<file path="src/rtl/mod461_chunk_accumulator_if.sv">
// Handshake bundle for the mod-461 chunk accumulator: term input stream and residue output stream.
// The slave side is the accumulator; the master side is whatever feeds it and takes its results.
interface mod461_chunk_accumulator_if #(
  parameter int W = 9
);
  logic         in_valid;
  logic         in_ready;
  logic [W-1:0] in_data;
  logic         in_last;
  logic         out_valid;
  logic         out_ready;
  logic [W-1:0] out_residue;
  logic         out_err;

  modport master (
    output in_valid, in_data, in_last, out_ready,
    input  in_ready, out_valid, out_residue, out_err
  );

  modport slave (
    input  in_valid, in_data, in_last, out_ready,
    output in_ready, out_valid, out_residue, out_err
  );
endinterface

</file>
<file path="src/rtl/mod461_chunk_accumulator.sv">
// Streaming modulo-MODULUS accumulator over NUM_TERMS chunk residues per operand.
// It flags out-of-range terms and framing errors, then presents the residue on a valid/ready beat.
module mod461_chunk_accumulator #(
  parameter int MODULUS   = 461,
  parameter int W         = 9,
  parameter int NUM_TERMS = 67,
  parameter int CNT_W     = 7
) (
  input  logic                         clk,
  input  logic                         rst,
  mod461_chunk_accumulator_if.slave    bus
);

  typedef enum logic [1:0] {
    IDLE = 2'd0,
    ACC  = 2'd1,
    DONE = 2'd2
  } state_t;

  localparam logic [W:0]       MOD_C    = (W+1)'(MODULUS);
  localparam logic [CNT_W-1:0] TERMS_C  = CNT_W'(NUM_TERMS);
  localparam bit               ONE_TERM = (NUM_TERMS == 1);

  state_t           state_q, state_d;
  logic [W-1:0]     acc_q, acc_d;
  logic [CNT_W-1:0] cnt_q, cnt_d;
  logic             err_q, err_d;

  logic [W:0]       data_ext, data_sub, sum, sum_sub;
  logic [W-1:0]     d, acc_next;
  logic [CNT_W-1:0] cnt_inc;
  logic             range_err, last_term, in_fire, out_fire;

  // Both operands of the sum are already below MODULUS, so one conditional subtract reduces it.
  assign data_ext  = {1'b0, bus.in_data};
  assign range_err = (data_ext >= MOD_C);
  assign data_sub  = data_ext - MOD_C;
  assign d         = range_err ? data_sub[W-1:0] : bus.in_data;
  assign sum       = {1'b0, acc_q} + {1'b0, d};
  assign sum_sub   = sum - MOD_C;
  assign acc_next  = (sum >= MOD_C) ? sum_sub[W-1:0] : sum[W-1:0];

  assign cnt_inc   = cnt_q + 1'b1;
  assign last_term = (cnt_inc == TERMS_C);

  // Ready depends only on state (gated low while reset is held), never on in_valid.
  assign bus.in_ready    = (state_q != DONE) && !rst;
  assign bus.out_valid   = (state_q == DONE);
  assign bus.out_residue = acc_q;
  assign bus.out_err     = err_q;

  assign in_fire  = bus.in_valid && bus.in_ready;
  assign out_fire = bus.out_valid && bus.out_ready;

  always_comb begin
    // NOTE: every variable gets a default first so no path through the case infers a latch.
    state_d = state_q;
    acc_d   = acc_q;
    cnt_d   = cnt_q;
    err_d   = err_q;
    unique case (state_q)
      IDLE: begin
        if (in_fire) begin
          acc_d   = d;
          cnt_d   = CNT_W'(1);
          err_d   = range_err;
          state_d = (bus.in_last || ONE_TERM) ? DONE : ACC;
        end
      end
      ACC: begin
        if (in_fire) begin
          acc_d = acc_next;
          cnt_d = cnt_inc;
          // Early last and missing last both reduce to in_last disagreeing with the term count.
          err_d = err_q || range_err || (bus.in_last != last_term);
          if (bus.in_last || last_term) state_d = DONE;
        end
      end
      DONE: begin
        if (out_fire) begin
          cnt_d   = '0;
          err_d   = 1'b0;
          state_d = IDLE;
        end
      end
      default: state_d = IDLE;
    endcase
  end

  always_ff @(posedge clk) begin
    // NOTE: non-blocking assignments so every register samples pre-edge values.
    if (rst) begin
      state_q <= IDLE;
      acc_q   <= '0;
      cnt_q   <= '0;
      err_q   <= 1'b0;
    end else begin
      state_q <= state_d;
      acc_q   <= acc_d;
      cnt_q   <= cnt_d;
      err_q   <= err_d;
    end
  end

endmodule

</file>
<file path="src/flat_wrapper.sv">
// flat-port wrapper written by rule: the top's interface ports become plain ports
module mod461_chunk_accumulator_flat 
#(
  parameter int MODULUS   = 461,
  parameter int W         = 9,
  parameter int NUM_TERMS = 67,
  parameter int CNT_W     = 7
)
  (clk, rst, bus_in_valid, bus_in_data, bus_in_last, bus_out_ready, bus_in_ready, bus_out_valid, bus_out_residue, bus_out_err);
  mod461_chunk_accumulator_if #(.W(W)) bus_i ();
  input  logic clk;
  input  logic rst;
  input wire logic [$bits(bus_i.in_valid)-1:0] bus_in_valid;
  input wire logic [$bits(bus_i.in_data)-1:0] bus_in_data;
  input wire logic [$bits(bus_i.in_last)-1:0] bus_in_last;
  input wire logic [$bits(bus_i.out_ready)-1:0] bus_out_ready;
  output wire logic [$bits(bus_i.in_ready)-1:0] bus_in_ready;
  output wire logic [$bits(bus_i.out_valid)-1:0] bus_out_valid;
  output wire logic [$bits(bus_i.out_residue)-1:0] bus_out_residue;
  output wire logic [$bits(bus_i.out_err)-1:0] bus_out_err;
  assign bus_i.in_valid = bus_in_valid;
  assign bus_i.in_data = bus_in_data;
  assign bus_i.in_last = bus_in_last;
  assign bus_i.out_ready = bus_out_ready;
  assign bus_in_ready = bus_i.in_ready;
  assign bus_out_valid = bus_i.out_valid;
  assign bus_out_residue = bus_i.out_residue;
  assign bus_out_err = bus_i.out_err;
  mod461_chunk_accumulator #(.MODULUS(MODULUS), .W(W), .NUM_TERMS(NUM_TERMS), .CNT_W(CNT_W)) u_core (.clk(clk), .rst(rst), .bus(bus_i));
endmodule
</file>
<file path="config.mk">
export PLATFORM = sky130hd
export DESIGN_NAME = mod461_chunk_accumulator_flat
export DESIGN_NICKNAME = d
export VERILOG_FILES = /design/src/rtl/mod461_chunk_accumulator_if.sv /design/src/rtl/mod461_chunk_accumulator.sv /design/src/flat_wrapper.sv
export SDC_FILE = /design/constraint.sdc
export NUM_CORES = 1
export LEC_CHECK = 0
export CAP_MARGIN = 20
export CELL_PAD_IN_SITES_DETAIL_PLACEMENT = 0
export CELL_PAD_IN_SITES_GLOBAL_PLACEMENT = 1
export CORE_MARGIN = 1.5
export CORE_UTILIZATION = 31
export CTS_CLUSTER_SIZE = 40
export DETAILED_ROUTE_END_ITERATION = 12
export PLACE_DENSITY_LB_ADDON = 0.1
export SLEW_MARGIN = 5
export SYNTH_ARGS = -nofsm -noshare
export SYNTH_HDL_FRONTEND = slang
export SYNTH_SLANG_ARGS = --single-unit
export TNS_END_PERCENT = 50
</file>
<file path="constraint.sdc">
create_clock -name clk -period 5.2 [get_ports clk]
set_input_delay 1.04 -clock clk [delete_from_list [all_inputs] [get_ports clk]]
set_output_delay 1.04 -clock clk [all_outputs]
set_load 0.03 [all_outputs]
</file>
# Word-level counts from Yosys, hierarchy flattened
# Index checks and enable logic that the tools add are counted.
[word_totals]
out_inout_bits = 12
reg_bits = 19
[op_classes]
n_addsub = 4
n_lt_le_gt_ge = 2
n_mux = 19
reduce_logical = 13
eq_ne = 9
[op_table]
columns = ["cell", "n"]
rows = [
  ["2-to-1 mux 9 bit", 4],
  ["2-to-1 mux 7 bit", 3],
  ["one-hot mux 7 bit (3 select lines)", 1],
  ["one-hot mux 9 bit (2 select lines)", 1],
  ["subtractor 9 bit, second input constant", 2],
  ["adder 9 x 9 -> 10 bit", 1],
  ["greater-or-equal comparator 10 x 9 -> 1 bit, second input constant", 1],
  ["2-to-1 mux 2 bit", 5],
  ["greater-or-equal comparator 9 bit, second input constant", 1],
  ["AND reduction 4 bit", 2],
  ["adder 7 x 1 -> 7 bit, second input constant", 1],
  ["equality test 7 bit, second input constant", 1],
  ["inequality test 2 x 1 -> 1 bit, second input constant", 3],
  ["one-hot mux 2 bit (3 select lines)", 1],
  ["inequality test 2 bit, second input constant", 2],
  ["logical AND 1 bit", 3],
  ["logical OR 1 bit", 3],
  ["2-to-1 mux 1 bit", 3],
  ["one-hot mux 1 bit (3 select lines)", 1],
  ["AND reduction 3 bit", 1],
  ["nonzero test 3 bit", 1],
  ["equality test 2 x 1 -> 1 bit, second input constant", 1],
  ["equality test 2 bit, second input constant", 1],
  ["logical NOT 2 bit", 1],
  ["other kinds (3)", 3],
]

# Logic depth before layout (Yosys ltp)
# Gate-level depths: netlist (run 1).
[logic_depth]
word_depth = 7
ltp_mapped = 17
depth_no_buf = 16

# Worst setup path before layout (run 1)
# Ideal clock, no wire load.
[synth_timing]
path_type = "input to register"
from = "in bus_in_data[1]"
to = "reg u_core.acc_q[4], in the netlist u_core.bus.out_residue[4]"
setup_ns = 0.060
setup_slack_ns = 1.073
arrival_time_ns = 4.067
cell_stages = 16
path_buffers = 0
cell_sequence = "inv_1 -> ha_1 -> nand3_1 -> a31oi_2 -> xnor2_1 -> ha_1 -> inv_1 -> fa_1 -> nand2b_1 -> a21oi_4 -> xor2_2 -> a2bb2oi_2 -> a21o_2 -> a211oi_1 -> a2111oi_0 -> a22o_1"
[synth_between]
elab_chain_cells = 7
elab_cells_between_ends = 10
classes_between = "add/sub: 3; order compare: 2; mux: 5"
[synth_lines]
columns = ["item", "line_no", "source"]
rows = [
  ["start, declared", "flat_wrapper.sv:14", "input wire logic [$bits(bus_i.in_data)-1:0] bus_in_data;"],
  ["subtractor 9 bit / greater-or-equal comparator 9 bit (equally long branches)", "mod461_chunk_accumulator.sv:37, mod461_chunk_accumulator.sv:36", ""],
  ["2-to-1 mux 9 bit *", "mod461_chunk_accumulator.sv:38", "assign d = range_err ? data_sub[W-1:0] : bus.in_data;"],
  ["adder 9 x 9 -> 10 bit", "mod461_chunk_accumulator.sv:39", "assign sum = {1'b0, acc_q} + {1'b0, d};"],
  ["subtractor 9 bit / greater-or-equal comparator 10 x 9 -> 1 bit (equally long branches)", "mod461_chunk_accumulator.sv:40, mod461_chunk_accumulator.sv:41", ""],
  ["2-to-1 mux 9 bit", "mod461_chunk_accumulator.sv:41", "assign acc_next = (sum >= MOD_C) ? sum_sub[W-1:0] : sum[W-1:0];"],
  ["2-to-1 mux 9 bit", "mod461_chunk_accumulator.sv:71", "if (in_fire) begin"],
  ["one-hot mux 9 bit (2 select lines) *", "mod461_chunk_accumulator.sv:61", "unique case (state_q)"],
  ["end signal, assigned", "mod461_chunk_accumulator.sv:94", "acc_q <= '0;"],
  ["end signal, assigned", "mod461_chunk_accumulator.sv:99", "acc_q <= acc_d;"],
  ["end, declared", "mod461_chunk_accumulator.sv:25", "logic [W-1:0] acc_q, acc_d;"],
]
# Mark *: on every way between the ends. The rest lies on a longest branch, timed or not. The select of a mux whose other input is x is not followed.
# A chain may end at the register's enable or synchronous reset.

# Final worst setup path (run 1)
[layout_timing]
from = "in bus_in_data[1]"
to = "reg u_core.acc_q[6], in the netlist u_core.bus.out_residue[6]"
# Same word-level chain as after synthesis.

==> run summary, run 1 <==
After detailed routing, the number of remaining DRC violations is 0. The timing-limited maximum frequency was 209 MHz; the routability congestion estimate from global placement was 0.810. The maximum number of buffers from clock root to sink came out at 2. Data on the critical path is required at its endpoint by 5.39 ns. Setup clock skew after layout: 0.00525 ns. The top-level I/O count is 26. Buffers placed on the I/O ports in this run total 25. Along the worst path, the maximum fanout reaches 8. The part of the cycle the worst path needs was 0.919; the clock buffer count from CTS was 3. Total global-route track usage: 0.164. Clock latency on the worst-skew pair, taken at its later pin, is 0.26 ns. After detailed routing, the wire length on met1 is 2920 µm. The die is 84.5 µm wide.

For this design the ratio of total power to cell area is 468 nW/µm². The tools report the count of standard-cell rows as 29. Setup violations remaining at the end of the flow were counted as 0. Counting every sink on the clock net gives 19.

Across the run, the number of max-cap violations was 0. Once detail routing completed, the nets flagged for antenna violations numbered 0. The post-layout instance count excluding filler cells is 366. The cell count after synthesis is 261. After synthesis the cells add up to 2060 µm².

In the synthesized netlist the dominant register cell turns out to be sky130_fd_sc_hd__dfxtp_1. The share of final-layout standard cells stronger than drive strength 1 came out at 0.107. The detailed router finished its first iteration with 77 violations. The run gives 2460 µm² as the final design instance area without fill. Entering global routing, the biggest net connects 22 pins. Power comes to 1.15 mW.

For the max-slew violation count, the log shows 0. In this run the vertical extent of the chip is 84.5 µm. The run gives 362 as the post-placement cell count. Detailed routing placed a total of 2620 µm of wire on met2. The run gives 0.934 nW as the static leakage.

For the number of antenna violations at the first check in global routing, the log shows 0. The total number of H-tree levels is 1, and the number of buffers inserted by post-CTS setup repair is 0. The class of the tightest hold or removal check is reg -> reg.

The detailed-route via count was 1,948. Setup repair after global routing left no endpoint under its margin. The tree is rooted in a sky130_fd_sc_hd__clkbuf_8. Counting flops with a built-in enable in the synthesized netlist gives 0.

Data on the critical path arrives at its endpoint at 4.96 ns. Post-synthesis cell type count: 62. The starting density of the core was 0.322; the worst setup timing slack at the placement stage was 0.141 ns.

TritonCTS built the clock tree. Worst slew margin relative to its limit: 0.557. For the area of the core, the log shows 6390 µm². The largest total area in the synthesized netlist belongs to sky130_fd_sc_hd__dfxtp_1. The async set or reset register ratio after synthesis came out at 0. The worst setup path is launched from an input port. The area fraction of the dominant cell type after synthesis was 0.185.

The run finished with clean final reports. Yosys printed 0 warnings. The post-synth net total was 295; the total inserted antenna cells was 0. After global routing the overflow that remains totals 0. By area the synthesized netlist is led by sky130_fd_sc_hd__dfxtp_1 18%, sky130_fd_sc_hd__ha_1 12%, sky130_fd_sc_hd__o21ai_0 4.6%.

The critical path is of the in -> reg type. The routed design has 5710 µm of wire. In the final routed layout, each cell accounts on average for 15.6 µm. The run gives 0 as the number of hold-slack violations in the final timing report.

The first global-routing pass estimated 9510 µm of wire. After layout, the worst setup slack is 0.423 ns. Summed over all nets, wire length on met3 after detailed routing comes to 128 µm. At the end of the flow, the number of nets in the layout was 324.

The via count of the first global-routing pass was 1,910; the area added between synthesis and finish was 19.6%. The highest metal layer carrying signal wires in the routed design is met4. For the final routed database, the setup TNS stands at 0 ns. IR analysis of the VDD net gives a maximum drop of 205 µV. The post-detailed-route via-to-cell ratio was 5.32; the post-synthesis sequential area ratio was 0.185. The worst path needs 4.78 ns of the cycle, external delays included. Worst-margin pin slew: 0.665 ns.

The first-pass iteration count of the detailed router was 4; the detailed-placement wirelength estimate was 4590 µm. The floorplan step defined a die boundary enclosing 7130 µm². The synthesized area per cell is 7.88 µm². The category of the worst setup path capture point was a flip-flop. The clock transition at the registers of the reported paths works out to 0.08 ns. Counting flops and latches in the post-synthesis netlist gives 19.

The run gives 2410 µm² as the post-detailed-placement cell area.
area by class of cell:
cell class | count | area [µm²]
clock buffer | 4 | 45.0
inverter | 14 | 52.6
timing repair buffer | 32 | 303
sequential | 19 | 380
fill | 688 | 3930
multi-input combinational | 220 | 1580
tap | 77 | 96.3
critical path, stage by stage:
cell and delay (ns):
sky130_fd_sc_hd__clkdlybuf4s50_1 0.46, sky130_fd_sc_hd__o211ai_1 0.35, sky130_fd_sc_hd__a31oi_2 0.16, sky130_fd_sc_hd__buf_4 0.19, sky130_fd_sc_hd__o21ai_0 0.41, sky130_fd_sc_hd__inv_1 0.09
sky130_fd_sc_hd__ha_1 0.31, sky130_fd_sc_hd__a211oi_2 0.37, sky130_fd_sc_hd__nor2_2 0.10, sky130_fd_sc_hd__xnor2_1 0.40, sky130_fd_sc_hd__nor3_1 0.13, sky130_fd_sc_hd__a21o_2 0.27
sky130_fd_sc_hd__a31o_4 0.28, sky130_fd_sc_hd__a31oi_1 0.22, sky130_fd_sc_hd__a2bb2oi_1 0.18
report_power, final:
part           switching, mW  total (mW)  internal [mW]
Clock                 0.0510       0.106         0.0545
Sequential            0.0297       0.209          0.179
Combinational          0.488       0.836          0.348
worst paths after layout:
check	endpoint	slack, ns	cells past startpoint	from
hold / removal	u_core.state_q[0]$_SDFFE_PP0P_	0.48	2	u_core.state_q[0]$_SDFFE_PP0P_
hold reg to reg	u_core.state_q[0]$_SDFFE_PP0P_	0.48	2	u_core.state_q[0]$_SDFFE_PP0P_
setup reg to reg	u_core.bus.out_residue[4]$_SDFFE_PP0P_	2.23	11	u_core.bus.out_residue[0]$_SDFFE_PP0P_
setup / recovery	u_core.bus.out_residue[6]$_SDFFE_PP0P_	0.42	15	bus_in_data[1]
what timing repair did:
item | 4_1_cts | 5_1_grt
gates resized for setup | 0 | 1
hold buffers | 0 | 0
setup endpoints to repair | 0 | 1
metal layers:
metal / global-route usage / up-vias
li1: - / 1016
met1: 0.235 / 902
met2: 0.271 / 26
met3: 0.0216 / 4
met4: 0.0235 / 0
met5: 0 / -
per-stage QoR:
step | hold WS [ns] | utilization
2_1_floorplan | 0.449 | -
3_3_place_gp | 0.467 | 0.378
3_5_place_dp | 0.470 | 0.378
4_1_cts | 0.481 | 0.385
5_1_grt | 0.506 | 0.385
6_report | 0.479 | 0.385
cells by family after synthesis:
kind of cell             synth area share
flip-flops                          0.185
AND/OR/NAND/NOR                     0.277
buffers and inverters              0.0474
XOR/XNOR                           0.0675
AO/OA/AOI/OAI                       0.283
adder cells (fa/ha/maj)             0.125
multiplexers                       0.0146
synthesized netlist by cell type (all sizes together) (2+ instances only):
cell type  number
a2111oi         2
a211oi          5
a21o            5
a21oi          19
a221oi          2
a22o            2
a2bb2oi         2
a31oi           4
and2            4
and3            5
buf             2
clkbuf          6
dfxtp          19
ha             19
inv            14
mux2i           3
nand2          20
nand2b          3
nand3           8
nand3b          8
nand4           4
nor2           25
nor2b           3
nor3            8
nor3b           2
nor4b           3
o211ai          3
o21a            2
o21ai          20
o221ai          2
o22ai           2
o31ai           2
or2             2
or3             5
xnor2          10
xor2            5
state kept, by name, summed over array words and instances (netlist names):
| signal | cells |
|---|---|
| u_core.bus.out_residue | 9 |
| u_core.cnt_q | 7 |
| u_core.state_q | 2 |
| u_core.bus.out_err | 1 |
layout by cell type, fill, tap and decap left out, types with 2 or more instances in the layout:
cell type	count
sky130_fd_sc_hd__nor4b_1	3
sky130_fd_sc_hd__nand3_1	8
sky130_fd_sc_hd__mux2i_1	3
sky130_fd_sc_hd__a211oi_1	4
sky130_fd_sc_hd__and3_1	5
sky130_fd_sc_hd__a22o_1	2
sky130_fd_sc_hd__o211ai_1	3
sky130_fd_sc_hd__a221oi_1	2
sky130_fd_sc_hd__nor3_1	6
sky130_fd_sc_hd__or2_2	2
sky130_fd_sc_hd__dfxtp_1	19
sky130_fd_sc_hd__buf_4	7
sky130_fd_sc_hd__or3_1	4
sky130_fd_sc_hd__nand2b_1	3
sky130_fd_sc_hd__clkbuf_8	3
sky130_fd_sc_hd__nand2_1	20
sky130_fd_sc_hd__o21ai_0	19
sky130_fd_sc_hd__nor3_2	2
sky130_fd_sc_hd__and2_1	3
sky130_fd_sc_hd__inv_1	14
sky130_fd_sc_hd__xor2_1	4
sky130_fd_sc_hd__nor3b_1	2
sky130_fd_sc_hd__a21oi_1	18
sky130_fd_sc_hd__nor2_1	24
sky130_fd_sc_hd__o22ai_1	2
sky130_fd_sc_hd__ha_1	19
sky130_fd_sc_hd__nand4_1	4
sky130_fd_sc_hd__nor2b_1	3
sky130_fd_sc_hd__xnor2_1	10
sky130_fd_sc_hd__a31oi_1	3
sky130_fd_sc_hd__clkdlybuf4s50_1	25
sky130_fd_sc_hd__a21o_1	4
sky130_fd_sc_hd__o221ai_1	2
sky130_fd_sc_hd__nand3b_1	7
Note: power is estimated with default switching activity, not from simulation.
==> run 2: changes to the inputs <==
SLEW_MARGIN = 20   (was 5)
==> results of run 2 <==
The final DEF is identical to that of run 1; final timing and power are the same.
